--- src/rtl/drw_pkg.sv ---
// Shared definitions for the VRAM write arbiter: FSM state encodings,
// AXI response codes and grant encodings.
package drw_pkg;

  typedef enum logic [1:0] {
    S_IDLE = 2'b00,
    S_ADDR = 2'b01,
    S_DATA = 2'b10,
    S_RESP = 2'b11
  } state_t;

  localparam logic [1:0] RESP_OKAY   = 2'b00;
  localparam logic [1:0] RESP_SLVERR = 2'b10;

  // GRANT is one-hot {S1,S0}
  localparam logic [1:0] GNT_NONE = 2'b00;
  localparam logic [1:0] GNT_S0   = 2'b01;
  localparam logic [1:0] GNT_S1   = 2'b10;

  localparam int QUOTA_W = 4;

  function automatic logic [QUOTA_W-1:0] quota_next(input logic [QUOTA_W-1:0] cnt,
                                                    input logic [QUOTA_W-1:0] max);
    return (cnt >= max) ? max : cnt + 4'd1;
  endfunction

endpackage

--- src/rtl/drw_vramwr_arb_if.sv ---
// AXI write-only channel bundle (AW/W/B) shared by both requesters and the VRAM master port.
interface drw_vramwr_arb_if;

  logic        AWVALID;
  logic [31:0] AWADDR;
  logic [7:0]  AWLEN;
  logic [2:0]  AWSIZE;
  logic        AWREADY;

  logic        WVALID;
  logic [31:0] WDATA;
  logic [3:0]  WSTRB;
  logic        WLAST;
  logic        WREADY;

  logic        BVALID;
  logic [1:0]  BRESP;
  logic        BREADY;

  modport master (
    output AWVALID, AWADDR, AWLEN, AWSIZE,
    input  AWREADY,
    output WVALID, WDATA, WSTRB, WLAST,
    input  WREADY,
    input  BVALID, BRESP,
    output BREADY
  );

  modport slave (
    input  AWVALID, AWADDR, AWLEN, AWSIZE,
    output AWREADY,
    input  WVALID, WDATA, WSTRB, WLAST,
    output WREADY,
    output BVALID, BRESP,
    input  BREADY
  );

endinterface

--- src/rtl/drw_wrarb_sel.sv ---
// Grant selection for the VRAM write arbiter: S0 priority with a starvation
// quota that lets S1 through after BURST_QUOTA consecutive S0 bursts.
module drw_wrarb_sel
  import drw_pkg::*;
#(
  parameter int BURST_QUOTA = 4
) (
  input  logic ACLK,
  input  logic ARSTN,
  input  logic s0_req,
  input  logic s1_req,
  input  logic grant_en,
  output logic sel_s1
);

  localparam logic [QUOTA_W-1:0] QUOTA_MAX = QUOTA_W'(BURST_QUOTA);

  logic [QUOTA_W-1:0] quota_cnt_q;
  logic [QUOTA_W-1:0] quota_cnt_d;

  always_comb begin
    sel_s1      = s1_req && (!s0_req || (quota_cnt_q == QUOTA_MAX));
    quota_cnt_d = quota_cnt_q;
    // Count only S0 wins that actually made S1 wait; anything else restarts the window.
    if (grant_en) begin
      if (sel_s1 || !s1_req) begin
        quota_cnt_d = '0;
      end else begin
        quota_cnt_d = quota_next(quota_cnt_q, QUOTA_MAX);
      end
    end
  end

  always_ff @(posedge ACLK or negedge ARSTN) begin
    if (!ARSTN) begin
      quota_cnt_q <= '0;
    end else begin
      quota_cnt_q <= quota_cnt_d;
    end
  end

endmodule

--- src/rtl/drw_vramwr_arb.sv ---
// Two-port AXI write arbiter in front of VRAM: one burst outstanding at a time.
// Optional SLVERR/DECERR counter on ERR_CNT when DRW_WRARB_ERRCNT_EN is defined.
//
// state  | meaning
// S_IDLE | no owner; pick a requester and latch GRANT
// S_ADDR | forward owner's AW to VRAM until handshake
// S_DATA | pass owner's W beats through until WLAST handshake
// S_RESP | route VRAM B back to owner until handshake
module drw_vramwr_arb
  import drw_pkg::*;
#(
  parameter int BURST_QUOTA = 4
) (
  input  logic                    ACLK,
  input  logic                    ARSTN,
  drw_vramwr_arb_if.slave         S0,
  drw_vramwr_arb_if.slave         S1,
  drw_vramwr_arb_if.master        M,
  output logic [1:0]              GRANT,
  output logic                    BUSY
`ifdef DRW_WRARB_ERRCNT_EN
  ,
  output logic [15:0]             ERR_CNT
`endif
);

  state_t     state_q;
  state_t     state_d;
  logic [1:0] grant_q;
  logic [1:0] grant_d;

  logic sel_s1;
  logic grant_en;
  logic own_s1;
  logic aw_hs;
  logic w_last_hs;
  logic b_hs;

  assign grant_en = (state_q == S_IDLE) && (S0.AWVALID || S1.AWVALID);
  assign own_s1   = grant_q[1];

  drw_wrarb_sel #(
    .BURST_QUOTA (BURST_QUOTA)
  ) u_sel (
    .ACLK     (ACLK),
    .ARSTN    (ARSTN),
    .s0_req   (S0.AWVALID),
    .s1_req   (S1.AWVALID),
    .grant_en (grant_en),
    .sel_s1   (sel_s1)
  );

  // Channel routing: payload follows the owner, handshakes are gated by state.
  always_comb begin
    M.AWVALID  = 1'b0;
    M.AWADDR   = own_s1 ? S1.AWADDR : S0.AWADDR;
    M.AWLEN    = own_s1 ? S1.AWLEN  : S0.AWLEN;
    M.AWSIZE   = own_s1 ? S1.AWSIZE : S0.AWSIZE;
    M.WVALID   = 1'b0;
    M.WDATA    = own_s1 ? S1.WDATA  : S0.WDATA;
    M.WSTRB    = own_s1 ? S1.WSTRB  : S0.WSTRB;
    M.WLAST    = own_s1 ? S1.WLAST  : S0.WLAST;
    M.BREADY   = 1'b0;

    S0.AWREADY = 1'b0;
    S0.WREADY  = 1'b0;
    S0.BVALID  = 1'b0;
    S0.BRESP   = (grant_q == GNT_S0) ? M.BRESP : RESP_OKAY;
    S1.AWREADY = 1'b0;
    S1.WREADY  = 1'b0;
    S1.BVALID  = 1'b0;
    S1.BRESP   = (grant_q == GNT_S1) ? M.BRESP : RESP_OKAY;

    case (state_q)
      S_ADDR: begin
        M.AWVALID  = own_s1 ? S1.AWVALID : S0.AWVALID;
        S0.AWREADY = !own_s1 && M.AWREADY;
        S1.AWREADY =  own_s1 && M.AWREADY;
      end
      S_DATA: begin
        M.WVALID  = own_s1 ? S1.WVALID : S0.WVALID;
        S0.WREADY = !own_s1 && M.WREADY;
        S1.WREADY =  own_s1 && M.WREADY;
      end
      S_RESP: begin
        M.BREADY  = own_s1 ? S1.BREADY : S0.BREADY;
        S0.BVALID = !own_s1 && M.BVALID;
        S1.BVALID =  own_s1 && M.BVALID;
      end
      default: ;
    endcase

    aw_hs     = M.AWVALID && M.AWREADY;
    w_last_hs = M.WVALID && M.WREADY && M.WLAST;
    b_hs      = M.BVALID && M.BREADY;
  end

  always_comb begin
    state_d = state_q;
    grant_d = grant_q;
    case (state_q)
      S_IDLE: begin
        if (grant_en) begin
          state_d = S_ADDR;
          grant_d = sel_s1 ? GNT_S1 : GNT_S0;
        end
      end
      S_ADDR: begin
        if (aw_hs) begin
          state_d = S_DATA;
        end
      end
      S_DATA: begin
        if (w_last_hs) begin
          state_d = S_RESP;
        end
      end
      S_RESP: begin
        if (b_hs) begin
          state_d = S_IDLE;
          grant_d = GNT_NONE;
        end
      end
      default: begin
        state_d = S_IDLE;
        grant_d = GNT_NONE;
      end
    endcase
  end

  always_ff @(posedge ACLK or negedge ARSTN) begin
    if (!ARSTN) begin
      state_q <= S_IDLE;
      grant_q <= GNT_NONE;
    end else begin
      state_q <= state_d;
      grant_q <= grant_d;
    end
  end

  assign GRANT = grant_q;
  assign BUSY  = (state_q != S_IDLE);

`ifdef DRW_WRARB_ERRCNT_EN
  logic [15:0] err_cnt_q;
  logic [15:0] err_cnt_d;

  always_comb begin
    err_cnt_d = err_cnt_q;
    if (b_hs && (M.BRESP != RESP_OKAY) && (err_cnt_q != 16'hFFFF)) begin
      err_cnt_d = err_cnt_q + 16'd1;
    end
  end

  always_ff @(posedge ACLK or negedge ARSTN) begin
    if (!ARSTN) begin
      err_cnt_q <= '0;
    end else begin
      err_cnt_q <= err_cnt_d;
    end
  end

  assign ERR_CNT = err_cnt_q;
`endif

endmodule
--- src/flat_wrapper.sv ---
// flat-port wrapper written by rule: the top's interface ports become plain ports
module drw_vramwr_arb_flat import drw_pkg::*;
#(
  parameter int BURST_QUOTA = 4
)
  (ACLK, ARSTN, GRANT, BUSY, S0_AWVALID, S0_AWADDR, S0_AWLEN, S0_AWSIZE, S0_AWREADY, S0_WVALID, S0_WDATA, S0_WSTRB, S0_WLAST, S0_WREADY, S0_BVALID, S0_BRESP, S0_BREADY, S1_AWVALID, S1_AWADDR, S1_AWLEN, S1_AWSIZE, S1_AWREADY, S1_WVALID, S1_WDATA, S1_WSTRB, S1_WLAST, S1_WREADY, S1_BVALID, S1_BRESP, S1_BREADY, M_AWVALID, M_AWADDR, M_AWLEN, M_AWSIZE, M_AWREADY, M_WVALID, M_WDATA, M_WSTRB, M_WLAST, M_WREADY, M_BVALID, M_BRESP, M_BREADY);
  drw_vramwr_arb_if S0_i ();
  drw_vramwr_arb_if S1_i ();
  drw_vramwr_arb_if M_i ();
  input  logic ACLK;
  input  logic ARSTN;
  output logic [1:0] GRANT;
  output logic BUSY;
  input wire logic [$bits(S0_i.AWVALID)-1:0] S0_AWVALID;
  input wire logic [$bits(S0_i.AWADDR)-1:0] S0_AWADDR;
  input wire logic [$bits(S0_i.AWLEN)-1:0] S0_AWLEN;
  input wire logic [$bits(S0_i.AWSIZE)-1:0] S0_AWSIZE;
  output wire logic [$bits(S0_i.AWREADY)-1:0] S0_AWREADY;
  input wire logic [$bits(S0_i.WVALID)-1:0] S0_WVALID;
  input wire logic [$bits(S0_i.WDATA)-1:0] S0_WDATA;
  input wire logic [$bits(S0_i.WSTRB)-1:0] S0_WSTRB;
  input wire logic [$bits(S0_i.WLAST)-1:0] S0_WLAST;
  output wire logic [$bits(S0_i.WREADY)-1:0] S0_WREADY;
  output wire logic [$bits(S0_i.BVALID)-1:0] S0_BVALID;
  output wire logic [$bits(S0_i.BRESP)-1:0] S0_BRESP;
  input wire logic [$bits(S0_i.BREADY)-1:0] S0_BREADY;
  input wire logic [$bits(S1_i.AWVALID)-1:0] S1_AWVALID;
  input wire logic [$bits(S1_i.AWADDR)-1:0] S1_AWADDR;
  input wire logic [$bits(S1_i.AWLEN)-1:0] S1_AWLEN;
  input wire logic [$bits(S1_i.AWSIZE)-1:0] S1_AWSIZE;
  output wire logic [$bits(S1_i.AWREADY)-1:0] S1_AWREADY;
  input wire logic [$bits(S1_i.WVALID)-1:0] S1_WVALID;
  input wire logic [$bits(S1_i.WDATA)-1:0] S1_WDATA;
  input wire logic [$bits(S1_i.WSTRB)-1:0] S1_WSTRB;
  input wire logic [$bits(S1_i.WLAST)-1:0] S1_WLAST;
  output wire logic [$bits(S1_i.WREADY)-1:0] S1_WREADY;
  output wire logic [$bits(S1_i.BVALID)-1:0] S1_BVALID;
  output wire logic [$bits(S1_i.BRESP)-1:0] S1_BRESP;
  input wire logic [$bits(S1_i.BREADY)-1:0] S1_BREADY;
  output wire logic [$bits(M_i.AWVALID)-1:0] M_AWVALID;
  output wire logic [$bits(M_i.AWADDR)-1:0] M_AWADDR;
  output wire logic [$bits(M_i.AWLEN)-1:0] M_AWLEN;
  output wire logic [$bits(M_i.AWSIZE)-1:0] M_AWSIZE;
  input wire logic [$bits(M_i.AWREADY)-1:0] M_AWREADY;
  output wire logic [$bits(M_i.WVALID)-1:0] M_WVALID;
  output wire logic [$bits(M_i.WDATA)-1:0] M_WDATA;
  output wire logic [$bits(M_i.WSTRB)-1:0] M_WSTRB;
  output wire logic [$bits(M_i.WLAST)-1:0] M_WLAST;
  input wire logic [$bits(M_i.WREADY)-1:0] M_WREADY;
  input wire logic [$bits(M_i.BVALID)-1:0] M_BVALID;
  input wire logic [$bits(M_i.BRESP)-1:0] M_BRESP;
  output wire logic [$bits(M_i.BREADY)-1:0] M_BREADY;
  assign S0_i.AWVALID = S0_AWVALID;
  assign S0_i.AWADDR = S0_AWADDR;
  assign S0_i.AWLEN = S0_AWLEN;
  assign S0_i.AWSIZE = S0_AWSIZE;
  assign S0_AWREADY = S0_i.AWREADY;
  assign S0_i.WVALID = S0_WVALID;
  assign S0_i.WDATA = S0_WDATA;
  assign S0_i.WSTRB = S0_WSTRB;
  assign S0_i.WLAST = S0_WLAST;
  assign S0_WREADY = S0_i.WREADY;
  assign S0_BVALID = S0_i.BVALID;
  assign S0_BRESP = S0_i.BRESP;
  assign S0_i.BREADY = S0_BREADY;
  assign S1_i.AWVALID = S1_AWVALID;
  assign S1_i.AWADDR = S1_AWADDR;
  assign S1_i.AWLEN = S1_AWLEN;
  assign S1_i.AWSIZE = S1_AWSIZE;
  assign S1_AWREADY = S1_i.AWREADY;
  assign S1_i.WVALID = S1_WVALID;
  assign S1_i.WDATA = S1_WDATA;
  assign S1_i.WSTRB = S1_WSTRB;
  assign S1_i.WLAST = S1_WLAST;
  assign S1_WREADY = S1_i.WREADY;
  assign S1_BVALID = S1_i.BVALID;
  assign S1_BRESP = S1_i.BRESP;
  assign S1_i.BREADY = S1_BREADY;
  assign M_AWVALID = M_i.AWVALID;
  assign M_AWADDR = M_i.AWADDR;
  assign M_AWLEN = M_i.AWLEN;
  assign M_AWSIZE = M_i.AWSIZE;
  assign M_i.AWREADY = M_AWREADY;
  assign M_WVALID = M_i.WVALID;
  assign M_WDATA = M_i.WDATA;
  assign M_WSTRB = M_i.WSTRB;
  assign M_WLAST = M_i.WLAST;
  assign M_i.WREADY = M_WREADY;
  assign M_i.BVALID = M_BVALID;
  assign M_i.BRESP = M_BRESP;
  assign M_BREADY = M_i.BREADY;
  drw_vramwr_arb #(.BURST_QUOTA(BURST_QUOTA)) u_core (.ACLK(ACLK), .ARSTN(ARSTN), .S0(S0_i), .S1(S1_i), .M(M_i), .GRANT(GRANT), .BUSY(BUSY));
endmodule
--- config.mk ---
export PLATFORM = sky130hd
export DESIGN_NAME = drw_vramwr_arb_flat
export DESIGN_NICKNAME = d
export VERILOG_FILES = /design/src/rtl/drw_pkg.sv /design/src/rtl/drw_vramwr_arb_if.sv /design/src/rtl/drw_wrarb_sel.sv /design/src/rtl/drw_vramwr_arb.sv /design/src/flat_wrapper.sv
export SDC_FILE = /design/constraint.sdc
export NUM_CORES = 1
export LEC_CHECK = 0
export ABC_AREA = 1
export CAP_MARGIN = 40
export CELL_PAD_IN_SITES_DETAIL_PLACEMENT = 0
export CELL_PAD_IN_SITES_GLOBAL_PLACEMENT = 1
export CORE_AREA = 2 2 108 131
export CTS_CLUSTER_DIAMETER = 40
export DETAILED_ROUTE_END_ITERATION = 8
export DIE_AREA = 0 0 110 133
export HOLD_SLACK_MARGIN = 0.12
export PLACE_DENSITY = 0.95
export SLEW_MARGIN = 10
export SYNTH_ARGS = -nofsm -noshare
export SYNTH_HDL_FRONTEND = slang
export SYNTH_HIERARCHICAL = 1
export SYNTH_SLANG_ARGS = --single-unit
--- constraint.sdc ---
create_clock -name ACLK -period 3.8 [get_ports ACLK]
set_input_delay 0.76 -clock ACLK [delete_from_list [all_inputs] [get_ports ACLK]]
set_output_delay 0.76 -clock ACLK [all_outputs]
set_load 0.1 [all_outputs]
; ---- After elaboration in Yosys (flattened, before gate mapping)
; Cells that the tools add are included.
[word_totals]
out_inout_bits = 96
ff_bits = 8
elab_cells = 68
input_bits = 173
[classes]
reduce_logical = 23
add_sub_neg = 1
mux = 30
eq_ne = 10
n_lt_le_gt_ge = 1
[ops]
columns = op, n
row1 = $mux 32, 2
row2 = $mux 2, 8
row3 = $mux 1, 13
row4 = $logic_and 1x1->1, 12
row5 = $mux 4, 3
row6 = $mux 8, 1
row7 = $ne 2x1->1 const B, 4
row8 = $pmux 2 s4, 1
row9 = $eq 2x2->1 const B, 3
row10 = $add 4x1->4 const B, 1
row11 = $eq 2x1->1 const B, 2
row12 = $eq 4x3->1 const B, 1
row13 = $ge 4x3->1 const B, 1
row14 = $pmux 2 s2, 1
row15 = $reduce_and 4->1, 1
row16 = $reduce_bool 2->1, 2
row17 = $logic_not 1->1, 3
row18 = $logic_or 1x1->1, 3
row19 = $mux 3, 1
row20 = $reduce_and 3->1, 1
row21 = $logic_not 2->1, 1

; ---- Depth between registers and ports, before layout
[logic_depth]
ltp_word = 6
depth_mapped = 9
mapped_depth_nobuf = 8

; ---- Modules after synthesis
; The synthesis kept the hierarchy.
[by_module_without_submodules]
columns = module, area_each_um2, seq_area_each_um2, n_inst, cells_per_inst
row1 = drw_vramwr_arb, 1483.9, 100.1, 1, 332
row2 = drw_wrarb_sel, 232.7, 100.1, 1, 26

; ---- Worst setup path after synthesis
; Ideal clock, no wire load.
[synth_timing]
path_kind = flip-flop to output port
startpoint = register u_core.grant_q[1], in the netlist u_core/GRANT[1]
endpoint = output S1_BRESP[0]
n_path_buf = 2
required_ns = 3.040
path_slack_ns = -0.439
arrival_ns = 3.479
stages_incl_launch_ff = 5
cell_sequence = dfrtp_1 > buf_6 > inv_4 > clkbuf_1 > nor3_1
[synth_via]
elab_chain_cells = 2
[synth_lines]
columns = item, line_no
row1 = from (decl), drw_vramwr_arb.sv:29  ; logic [1:0] grant_q;
row2 = from (signal assigned), drw_vramwr_arb.sv:137  ; grant_q <= grant_d;
row3 = $eq 2x2->1, drw_vramwr_arb.sv:72  ; S1.BRESP = (grant_q == GNT_S1) ? M.BRESP : RESP_OKAY;
row4 = $mux 2, drw_vramwr_arb.sv:72
row5 = to (decl), flat_wrapper.sv:38  ; output wire logic [$bits(S1_i.BRESP)-1:0] S1_BRESP;
; No other way between the ends.

; ---- Final worst setup path
[layout_timing]
startpoint = register u_core.grant_q[1], in the netlist u_core/GRANT[1]
endpoint = output M_AWADDR[19]
[layout_via]
elab_chain_cells = 1
[layout_lines]
columns = item, line_no
row1 = $mux 32, drw_vramwr_arb.sv:56  ; M.AWADDR = own_s1 ? S1.AWADDR : S0.AWADDR;
row2 = to (decl), flat_wrapper.sv:41  ; output wire logic [$bits(M_i.AWADDR)-1:0] M_AWADDR;
; No other way between the ends.

==> out/results.txt <==
hold_buf cts - 0
# nets final - 795
Worst-Margin Slew - 0.584 ns
ANT cells - 0
H-tree depth - 1
Num CTS Buffers - 3
die width - 110 µm
clock-pin slew on the worst setup and hold paths - 0.04 ns
worst hold margin - 0.536 ns
post-DP HPWL - 7420 µm
number of antenna-violating nets in the routed design - 0
sequential-to-total area share from yosys stat - 11.7%
initial antenna violation count - 1
routed wl met3 - 992 µm
CP Class - reg -> out
final clock skew - 0.00335 ns
CP max FO - 51
MaxCap Viol Count - 0
Ports - 269
count of flip-flops with a built-in enable after synthesis - 0
sequential cell area - 204 µm²
ys flop type - dfrtp_1
share of post-route cells with drive strength above 1 - 19.7%
met2 WL post-DR - 4500 µm
routed vias/inst - 3.77
top sig layer - met5
vias - 2958
Fin. Hold Viols - 0
CP Launch Type - flip-flop
Tmin final - 2.91 ns
Synth area leader - nand2_1
synth unique cells - 25
syn_area_per_cell - 4.80 µm²
TritonRoute pass-1 iters - 4
Syn Nets - 538
area grow syn2layout - 163%
CP endpoint kind - output pin
area of the multi-input gates - 0.00136 mm²
Slew Limit Fails - 0
grt total ovfl - 0
Critical Path AT - 2.15 ns
CTS tree - yes
status - finished clean
final setup vio count - 0
Routed WL per cell - 11.3 µm
M1 WL - 3260 µm
max_slew headroom - 61.1%
clk sinks - 8
critical-path cell list - inv_4, buf_12, nand2_1, nand2_1, buf_4
drt drc - 0
Die Area - 0.0146 mm²
largest net degree at the start of global routing - 52
Post-Syn Area - 0.00172 mm²
Fill cells - 1428
Yosys reg bits - 8
top cell type's share of synthesized area - 55.8%
Setup Buffers After CTS - 0
# port buffers - 268
Initial Utilization - 12.7%
core area - 0.0135 mm²
RSZ-0062 raised after global routing - false
CP peak stage delay - 0.71 ns
first-pass GRT wire length - 12900 µm
number of synthesis warnings - 6
gr usage total - 10.9%
GP Congestion - 0.760
Total Wirelength - 8850 µm
Post-synth ARST share - 100%
clk root buf - clkbuf_16
Worst-Skew Late Latency - 0.23 ns
Max clock buf depth - 2
vias in the first global route - 2702
cell count after synthesis - 358
FP Rows - 47
Die H - 133 µm
Final Cycle Share - 76.7%
Hold Crit Class - reg -> reg
FMAX - 0.343 GHz
First DRT Iteration DRCs - 118
CP required - 3.04 ns
Crit-path slowest cell - dfrtp_4
CP most frequent cell - nand2_1
CTS resizes - 0
ranking of synthesized cells by area - nand2_1, dfrtp_1, ha_1, inv_1, buf_2
-- cell families after synthesis --
family,after synthesis,share of synthesized area [%]
flops,8,11.7
fa+ha+maj,7,5.10
simple gates,292,68.1
buf+inv,42,10.9
compound gates,9,4.30
-- synthesized netlist by cell type, drive strengths merged (2+ instances only) --
cell and count:
o21ai 2, nand2 257, o21bai 3, ha 7, nor3 11, clkbuf 5, dfrtp 8, a21oi 3
inv 23, nand4 4, nor2 11, buf 14, nand3 7
-- final timing paths --
kind	cells after the start	slack, ns	to	from
setup reg to reg	8	1.60	u_core/state_q[0]$_DFFE_PN0P_	u_core/GRANT[1]$_DFFE_PN0P_
min in group asynchronous	1	0.82	u_core/u_sel/quota_cnt_q[0]$_DFFE_PN0P_	ARSTN
setup / recovery	5	0.89	M_AWADDR[19]	u_core/GRANT[1]$_DFFE_PN0P_
max in group asynchronous	1	2.67	u_core/GRANT[1]$_DFFE_PN0P_	ARSTN
hold reg to reg	2	0.54	u_core/state_q[1]$_DFFE_PN0P_	u_core/state_q[1]$_DFFE_PN0P_
hold / removal	2	0.54	u_core/state_q[1]$_DFFE_PN0P_	u_core/state_q[1]$_DFFE_PN0P_
-- final cells by class --
type / count / area share (%)
repair buffers: 271 / 56.8
multi-input cells: 308 / 30.2
well taps: 171 / 4.75
flip-flops and latches: 8 / 4.52
inverters: 23 / 1.97
clock buffers: 4 / 1.75
-- cell usage in the layout, fill, tap and decap left out, types with 2 or more instances in the layout --
cell             Yosys  layout
nor3_2               1       7
clkbuf_16            0       3
nor2_1               9       9
nand3_1              4       4
nand3_2              3       3
inv_1               22      22
buf_12               0       7
dfrtp_1              8       7
nand4_1              4       4
ha_1                 7       7
clkdlybuf4s50_1      0     173
o21ai_2              2       2
nand2_2              2       2
buf_4                1      90
nand2_1            255     255
a21oi_1              2       2
nor3_1              10       4
o21bai_1             3       3
-- per-layer routing --
metal / global-route usage [%] / vias up
met3: 2.86 / 12
met4: 2.18 / 2
met5: 0 / -
met1: 11.6 / 1220
li1: - / 1583
met2: 20.7 / 141
-- registers in the layout, indices dropped and copies added, names as in the netlist --
register                  count
u_core/u_sel/quota_cnt_q      4
u_core/state_q                2
u_core/GRANT                  2
-- worst max-delay path, delay by kind of cell, from the launching register on --
family        cells  cell delay, ns
flops             1            0.71
simple gates      2            0.16
buf+inv           3            1.00
-- per-stage QoR --
stage	instance area, µm²	worst slack (ns)	instances	TNS (ns)	utilization [%]
after global placement	4410	1.13	780	0	32.8
after floorplan	1750	-0.377	358	-1.50	-
after global routing	4510	0.739	785	0	33.5
after detailed placement	4430	1.12	781	0	32.9
after CTS	4510	0.868	785	0	33.5
final	4510	0.886	785	0	33.5
Power is left out: the tool's default activity adds up to more than one toggle a clock period on the data nets, which glitch-free logic cannot reach.
